### config.mk
export PLATFORM = sky130hd
export DESIGN_NAME = ripple_carry_adder
export DESIGN_NICKNAME = d
export VERILOG_FILES = /design/src/rtl/ripple_carry_adder_pkg.sv /design/src/rtl/ripple_carry_adder_full_adder.sv /design/src/rtl/ripple_carry_adder.sv
export SDC_FILE = /design/constraint.sdc
export NUM_CORES = 1
export LEC_CHECK = 0
export CELL_PAD_IN_SITES_DETAIL_PLACEMENT = 1
export CELL_PAD_IN_SITES_GLOBAL_PLACEMENT = 1
export CORE_MARGIN = 5
export CORE_UTILIZATION = 30
export CTS_CLUSTER_SIZE = 10
export DETAILED_ROUTE_END_ITERATION = 10
export GPL_ROUTABILITY_DRIVEN = 0
export GPL_TIMING_DRIVEN = 1
export PLACE_DENSITY = 0.87
export REMOVE_ABC_BUFFERS = 1
export SETUP_SLACK_MARGIN = 0.4
export SYNTH_ARGS = -nofsm -noshare
export SYNTH_HDL_FRONTEND = slang
export SYNTH_SLANG_ARGS = --single-unit
### constraint.sdc
create_clock -name clk -period 5.97 [get_ports clk]
set_input_delay 0.597 -clock clk [delete_from_list [all_inputs] [get_ports clk]]
set_output_delay 0.597 -clock clk [all_outputs]
set_load 0.02 [all_outputs]
### src/rtl/ripple_carry_adder_pkg.sv
// ---------------------------------------------------------------------------
// ripple_carry_adder_pkg
//
// Purpose:
//    Shared constants for the ripple-carry adder slice. Anything that
//    instantiates the adder without overriding WIDTH gets the default
//    operand width defined here.
//
// Contents:
//    ADDER_DEFAULT_WIDTH - operand and sum width used when WIDTH is not
//                          overridden (legal widths are 1..64)
// ---------------------------------------------------------------------------
package ripple_carry_adder_pkg;

   localparam int ADDER_DEFAULT_WIDTH = 6;

endpackage : ripple_carry_adder_pkg

### src/rtl/ripple_carry_adder_full_adder.sv
// ---------------------------------------------------------------------------
// full_adder
//
// Purpose:
//    A single 1-bit full adder cell. The ripple-carry adder chains these
//    explicitly, so the carry path is a gate-level ripple and never a
//    synthesised '+' operator.
//
// Ports:
//    a    in   1  operand bit A
//    b    in   1  operand bit B
//    cin  in   1  carry into this bit position
//    s    out  1  sum bit
//    cout out  1  carry out of this bit position
// ---------------------------------------------------------------------------
module full_adder
   import ripple_carry_adder_pkg::*;
(
   input  logic a,
   input  logic b,
   input  logic cin,
   output logic s,
   output logic cout
);

   logic propagate;
   logic generate_bit;

   // Split the cell into propagate and generate terms. The carry out is
   // either generated locally or the incoming carry passed through a
   // propagating bit.
   assign propagate    = a ^ b;
   assign generate_bit = a & b;

   assign s    = propagate ^ cin;
   assign cout = generate_bit | (cin & propagate);

endmodule : full_adder

### src/rtl/ripple_carry_adder.sv
// ---------------------------------------------------------------------------
// ripple_carry_adder
//
// Purpose:
//    WIDTH-bit adder built as a plain chain of full_adder cells with the
//    carry-in tied to zero, followed by one register stage. It returns
//    the low WIDTH bits of a + b, the carry out of the MSB, and the
//    two's-complement overflow flag. Latency is one cycle and a new
//    operation can be accepted every cycle.
//
// Parameters:
//    WIDTH      operand/sum width in bits, 1..64
//
// Ports:
//    clk        in   1      clock, all state updates on the rising edge
//    rst        in   1      synchronous active-high reset
//    in_valid   in   1      a/b carry a valid operation this cycle
//    a          in   WIDTH  operand A
//    b          in   WIDTH  operand B
//    sum        out  WIDTH  registered (a + b) mod 2^WIDTH
//    cout       out  1      registered carry out of bit WIDTH-1
//    overflow   out  1      registered signed overflow
//    out_valid  out  1      registered copy of in_valid
// ---------------------------------------------------------------------------
module ripple_carry_adder
   import ripple_carry_adder_pkg::*;
#(
   parameter int WIDTH = ADDER_DEFAULT_WIDTH
)
(
   input  logic             clk,
   input  logic             rst,
   input  logic             in_valid,
   input  logic [WIDTH-1:0] a,
   input  logic [WIDTH-1:0] b,
   output logic [WIDTH-1:0] sum,
   output logic             cout,
   output logic             overflow,
   output logic             out_valid
);

   // carry[i] is the carry into bit i; carry[WIDTH] leaves the MSB.
   logic [WIDTH:0]   carry;
   logic [WIDTH-1:0] sum_comb;
   logic             carry_comb;
   logic             ovf_comb;

   // The chain always starts with no incoming carry.
   assign carry[0] = 1'b0;

   // One full adder per bit, each feeding its carry to the next cell up.
   // The ripple structure is deliberate: no lookahead is allowed here.
   for (genvar i = 0; i < WIDTH; i++) begin : g_bit
      full_adder u_fa (
         .a    (a[i]),
         .b    (b[i]),
         .cin  (carry[i]),
         .s    (sum_comb[i]),
         .cout (carry[i+1])
      );
   end

   // Signed overflow means the carry into the MSB disagrees with the
   // carry out of it. For WIDTH=1 the carry into the MSB is the tied-off
   // zero, so overflow simply equals the carry out.
   assign carry_comb = carry[WIDTH];
   assign ovf_comb   = carry[WIDTH] ^ carry[WIDTH-1];

   // Output register stage. Reset wins over a simultaneous valid, which
   // discards that operation. Without a valid input the result registers
   // hold their last value and only out_valid drops.
   always_ff @(posedge clk) begin
      if (rst) begin
         sum       <= '0;
         cout      <= 1'b0;
         overflow  <= 1'b0;
         out_valid <= 1'b0;
      end else begin
         out_valid <= in_valid;
         if (in_valid) begin
            sum      <= sum_comb;
            cout     <= carry_comb;
            overflow <= ovf_comb;
         end
      end
   end

endmodule : ripple_carry_adder

* After elaboration in Yosys (flattened, before gate mapping)
Cells that the tools add are included.
** Cells by class
- Add/subtract/negate cells :: 0
- Multipliers :: 0
- Divide/modulo/power cells :: 0
- Order comparisons :: 0
- Eq/ne operators :: 0
- Shifts and indexed selects :: 0
- Muxes and demuxes :: 0
- Bitwise operators :: 28
- Reduce and logical (&&, ||, !) cells :: 0
** Operators with widths (number)
- XOR 1 bit :: 12
- AND 1 bit :: 11
- bitwise OR 1 bit :: 5
** Word-level totals
- Flip-flop bits (word level) :: 9
- Latch bits :: 0
- Memory bits (writable) :: 0
- Memory bits (read-only) :: 0
- Bits of input ports :: 15
- Memories kept :: 0

* Logic depth before layout (Yosys ltp)
- Depth in word-level cells :: 12
- Depth in mapped cells :: 11
- Mapped depth without buffers :: 11

* By module
Synthesis repeated with hierarchy kept, for this count alone.
** Second synthesis, totals
- Cells, all modules :: 36
- Area, all modules :: 450.4 µm²
** By module, submodules not included
- ripple_carry_adder :: times used 1, cells an instance 30, area each 330.3 µm², seq. area each 180.2 µm²
- full_adder :: times used 6, cells an instance 1, area each 20.0 µm², seq. area each 0.0 µm²

* Worst setup path after synthesis
Ideal clock, no wire load.
- Kind :: input port to flip-flop
- Start point :: input port a[0]
- End point :: register sum[5]
- Library setup time :: 0.079 ns
- Arrival time :: 2.835 ns
- Data required time :: 5.891 ns
- Path slack :: 3.056 ns
- Stages :: 10
- Buffers on the path :: 0
- Path through :: ha_1 -> fa_1 -> fa_1 -> inv_1 -> fa_1 -> inv_1 -> fa_1 -> inv_1 -> fa_1 -> a211oi_2
** On the way
- Cells in the longest elaborated chain, start to end :: 10
** Ends and longest elaborated chain
- start: declaration :: line ripple_carry_adder.sv:34 : input logic [WIDTH-1:0] a,
- AND 1 bit :: line ripple_carry_adder_full_adder.sv:33 : assign generate_bit = a & b;
- AND 1 bit :: line ripple_carry_adder_full_adder.sv:36 : assign cout = generate_bit | (cin & propagate);
- bitwise OR 1 bit :: line ripple_carry_adder_full_adder.sv:36
- AND 1 bit :: line ripple_carry_adder_full_adder.sv:36
- bitwise OR 1 bit :: line ripple_carry_adder_full_adder.sv:36
- AND 1 bit :: line ripple_carry_adder_full_adder.sv:36
- bitwise OR 1 bit :: line ripple_carry_adder_full_adder.sv:36
- AND 1 bit :: line ripple_carry_adder_full_adder.sv:36
- bitwise OR 1 bit :: line ripple_carry_adder_full_adder.sv:36
- XOR 1 bit :: line ripple_carry_adder_full_adder.sv:35 : assign s = propagate ^ cin;
- end signal: assignment :: line ripple_carry_adder.sv:81 : sum <= sum_comb;
- end: declaration :: line ripple_carry_adder.sv:36 : output logic [WIDTH-1:0] sum,
Every way passes these cells.
A chain may end at the register's enable or synchronous reset.

* Worst setup path in the final report
Same ends and word-level chain as after synthesis.

==> results by group <==
Clock tree
  • CTS tree: built
  • Clock tree sinks: 9
  • Post-CTS resize count: 0
  • Worst skew pair latency: 0.26 ns
  • Setup fix buffers added after clock tree synthesis: 0
  • Reg clk slew, reported paths: 0.07 ns
  • Cts bufs inserted: 3
  • Clk root buf: clkbuf_4
  • H-tree depth: 1
  • Post-cts hold buffer count: 0
  • Buffer levels on the longest clock path: 2

Final layout
  • Area Growth Syn to Fin: 54.0%
  • Fillers: 171
  • Seq. cell area: 180 um^2
  • Footprint of the multi-input gates: 254 um^2
  • Design area: 738 um^2
  • Nets: 89
  • Layout cells sized above 1: 14.9%
  • ANT cells: 0

Min path
  • Start point of the worst min-delay path: sum[5]
  • Worst min path class: reg -> reg
  • WHS Endpoint: sum[5]
  • Hold Path Stages: 2

Detailed routing
  • DRT Pass-1 Iters: 2
  • Post-route DRC violation count: 0
  • Post-route ant nets: 0
  • Post-Route WL: 1020 um
  • Via density: 4.46
  • Drt first-iter violations: 1
  • Vias after detailed routing: 370
  • Routed len/inst: 12.3 um

Power
  • Pwr/cell area: 225 nW/um^2
  • VDD IR-drop max: 0.000102 V
  • Flop pwr share: 41.2%
  • Sw frac: 29.1%
  • Clock power frac: 28.8%
  • P_sw: 48.3 uW
  • Internal: 118 uW
  • P_leak: 0.320 nW
  • Combinational share of power: 30.0%

Yosys
  • Synthesized cell area: 479 um^2
  • Avg Cell Area, Syn: 11.4 um^2
  • Number of flops mapped to enable cells by yosys: 0
  • #FFs+latches synth: 9
  • Synth cell types: 14
  • Syn. warnings: 0
  • Sequential element share of the synthesized area: 37.6%
  • Synthesized instance count: 42
  • Fraction of registers with async set/reset: 0%
  • Ys flop type: dfxtp_1

Global routing
  • Largest net degree at the start of global routing: 13
  • GRT Util Overall: 8.70%
  • First-pass GRT wire length: 1590 um
  • GRT overflow: 0
  • Initial antenna violation count: 0
  • Vias in the first global route: 379

STA
  • Worst Tran Pin Value: 0.609 ns
  • Setup ws final: 2.80 ns
  • TNS Setup: 0 ns
  • Worst Skew: 0 ns
  • Final Critical Period: 3.17 ns
  • Final setup viols: 0
  • Max frequency: 315 MHz
  • Period utilization: 53.1%
  • RSZ-0062 raised after global routing: no
  • Slew margin rel.: 59.3%
  • Fin. Hold Viols: 0
  • Pins Over Slew Limit: 0

Die
  • Die ar.: 2500 um^2
  • Initial Util: 31.8%
  • Top Ports: 24
  • Row count: 14
  • Die W: 50.0 um
  • Core area: 1510 um^2
  • Die Y: 50.0 um

Worst setup path
  • Data required time at the worst endpoint: 6.16 ns
  • Critical Path Start Type: input pin
  • R2R depth: 2
  • FF-to-FF End: overflow
  • Crit path max fanout: 2
  • Setup Crit Path Kind: in -> reg
  • Worst EP arrival: 3.36 ns
  • FF-to-FF setup slack: 5.27 ns
  • R2R Path Start: overflow
  • Worst setup EP type: flop

Placement
  • HPWL after DPL: 834 um
  • PortBufs: 23
  • DP Area: 711 um^2
  • DP Worst Slack: 2.51 ns

Flow run
  • Maximum capacitance violations: 0

Run status
  • Outcome: complete, no violations
## per-stage QoR
stage	total power [mW]	std cells	util (%)	hold slack, ns
finish	0.166	83	49.0	0.501
global route	0.177	83	49.0	0.530
CTS	0.170	83	49.0	0.505
detailed placement	0.121	79	47.2	0.494
global placement	0.119	79	47.2	0.474
floorplan	0.0938	40	-	0.560
## sequential cells by signal (all words and copies together), names as in the netlist
register	cells
sum	6
cout	1
overflow	1
out_valid	1
## routing by layer
metal | global-route usage [%] | vias up | routed length [um] | share of wire [%]
met3 | 1.81 | 2 | 40 | 3.9
met4 | 6.55 | 0 | 12 | 1.2
met5 | 0 | - | 0 | 0
li1 | - | 182 | - | -
met2 | 15.9 | 10 | 579 | 57
met1 | 8.24 | 176 | 386 | 38
## logic make-up (layout without fill, tap and decap cells)
| logic type | after synthesis | after routing | share of synthesized area, % |
|---|---|---|---|
| multiplexers | 4 | 4 | 8.36 |
| adder cells (fa/ha/maj) | 6 | 6 | 23.5 |
| AO/OA/AOI/OAI | 4 | 4 | 9.40 |
| flip-flops | 9 | 9 | 37.6 |
| AND/OR/NAND/NOR | 9 | 9 | 9.92 |
| buffers and inverters | 9 | 34 | 9.40 |
| XOR/XNOR | 1 | 1 | 1.83 |
## cells in the mapped netlist (2+ instances only)
library cell / count / share of area [%]
a211oi_2: 3 / 7.8
dfxtp_1: 9 / 38
fa_1: 5 / 21
inv_1: 7 / 5.5
mux2i_1: 4 / 8.4
nor2_1: 5 / 3.9
nor2_2: 2 / 2.6
## layout make-up
| cell class | count | area share (%) |
|---|---|---|
| clock buffer | 3 | 3.05 |
| clock inverter | 1 | 0.678 |
| inverter | 7 | 3.56 |
| multi-input combinational | 24 | 34.4 |
| sequential | 9 | 24.4 |
| tap | 16 | 2.71 |
| timing repair buffer | 23 | 31.2 |
## critical path: stages
cell	delay [ns]
clkdlybuf4s50_1	0.40
ha_1	0.20
fa_1	0.38
fa_1	0.37
inv_1	0.08
fa_1	0.16
inv_1	0.05
fa_1	0.41
inv_1	0.09
fa_1	0.42
a211oi_2	0.21
## power by group through the flow
stage	Combinational (mW)	Clock, mW	Sequential [mW]
after detailed placement	0.0508	0	0.0698
final	0.0499	0.0478	0.0685
after CTS	0.0509	0.0502	0.0686
after global placement	0.0499	0	0.0696
after global routing	0.0542	0.0539	0.0693
after floorplan	0.0173	0	0.0765
## cell usage in the layout (no fill, tap or decap), drive strengths merged
cell type / synthesis / layout
inv: 7 / 7
clkinv: 0 / 1
clkdlybuf4s50: 0 / 23
ha: 1 / 1
a21o: 1 / 1
fa: 5 / 5
mux2i: 4 / 4
nor3b: 1 / 1
a211oi: 3 / 3
xnor2: 1 / 1
nor2b: 1 / 1
nor2: 7 / 7
dfxtp: 9 / 9
clkbuf: 0 / 3
## worst max path at each step
stage	startpoint	cells past startpoint	slack, ns	end
finish	a[0]	11	2.80	sum[5]
global route	a[0]	11	2.72	sum[5]
CTS	a[0]	11	2.78	sum[5]
detailed placement	a[0]	11	2.51	sum[5]
global placement	a[0]	11	2.54	sum[5]
floorplan	a[0]	10	3.06	sum[5]
No activity file was read; power rests on OpenSTA's default activity.
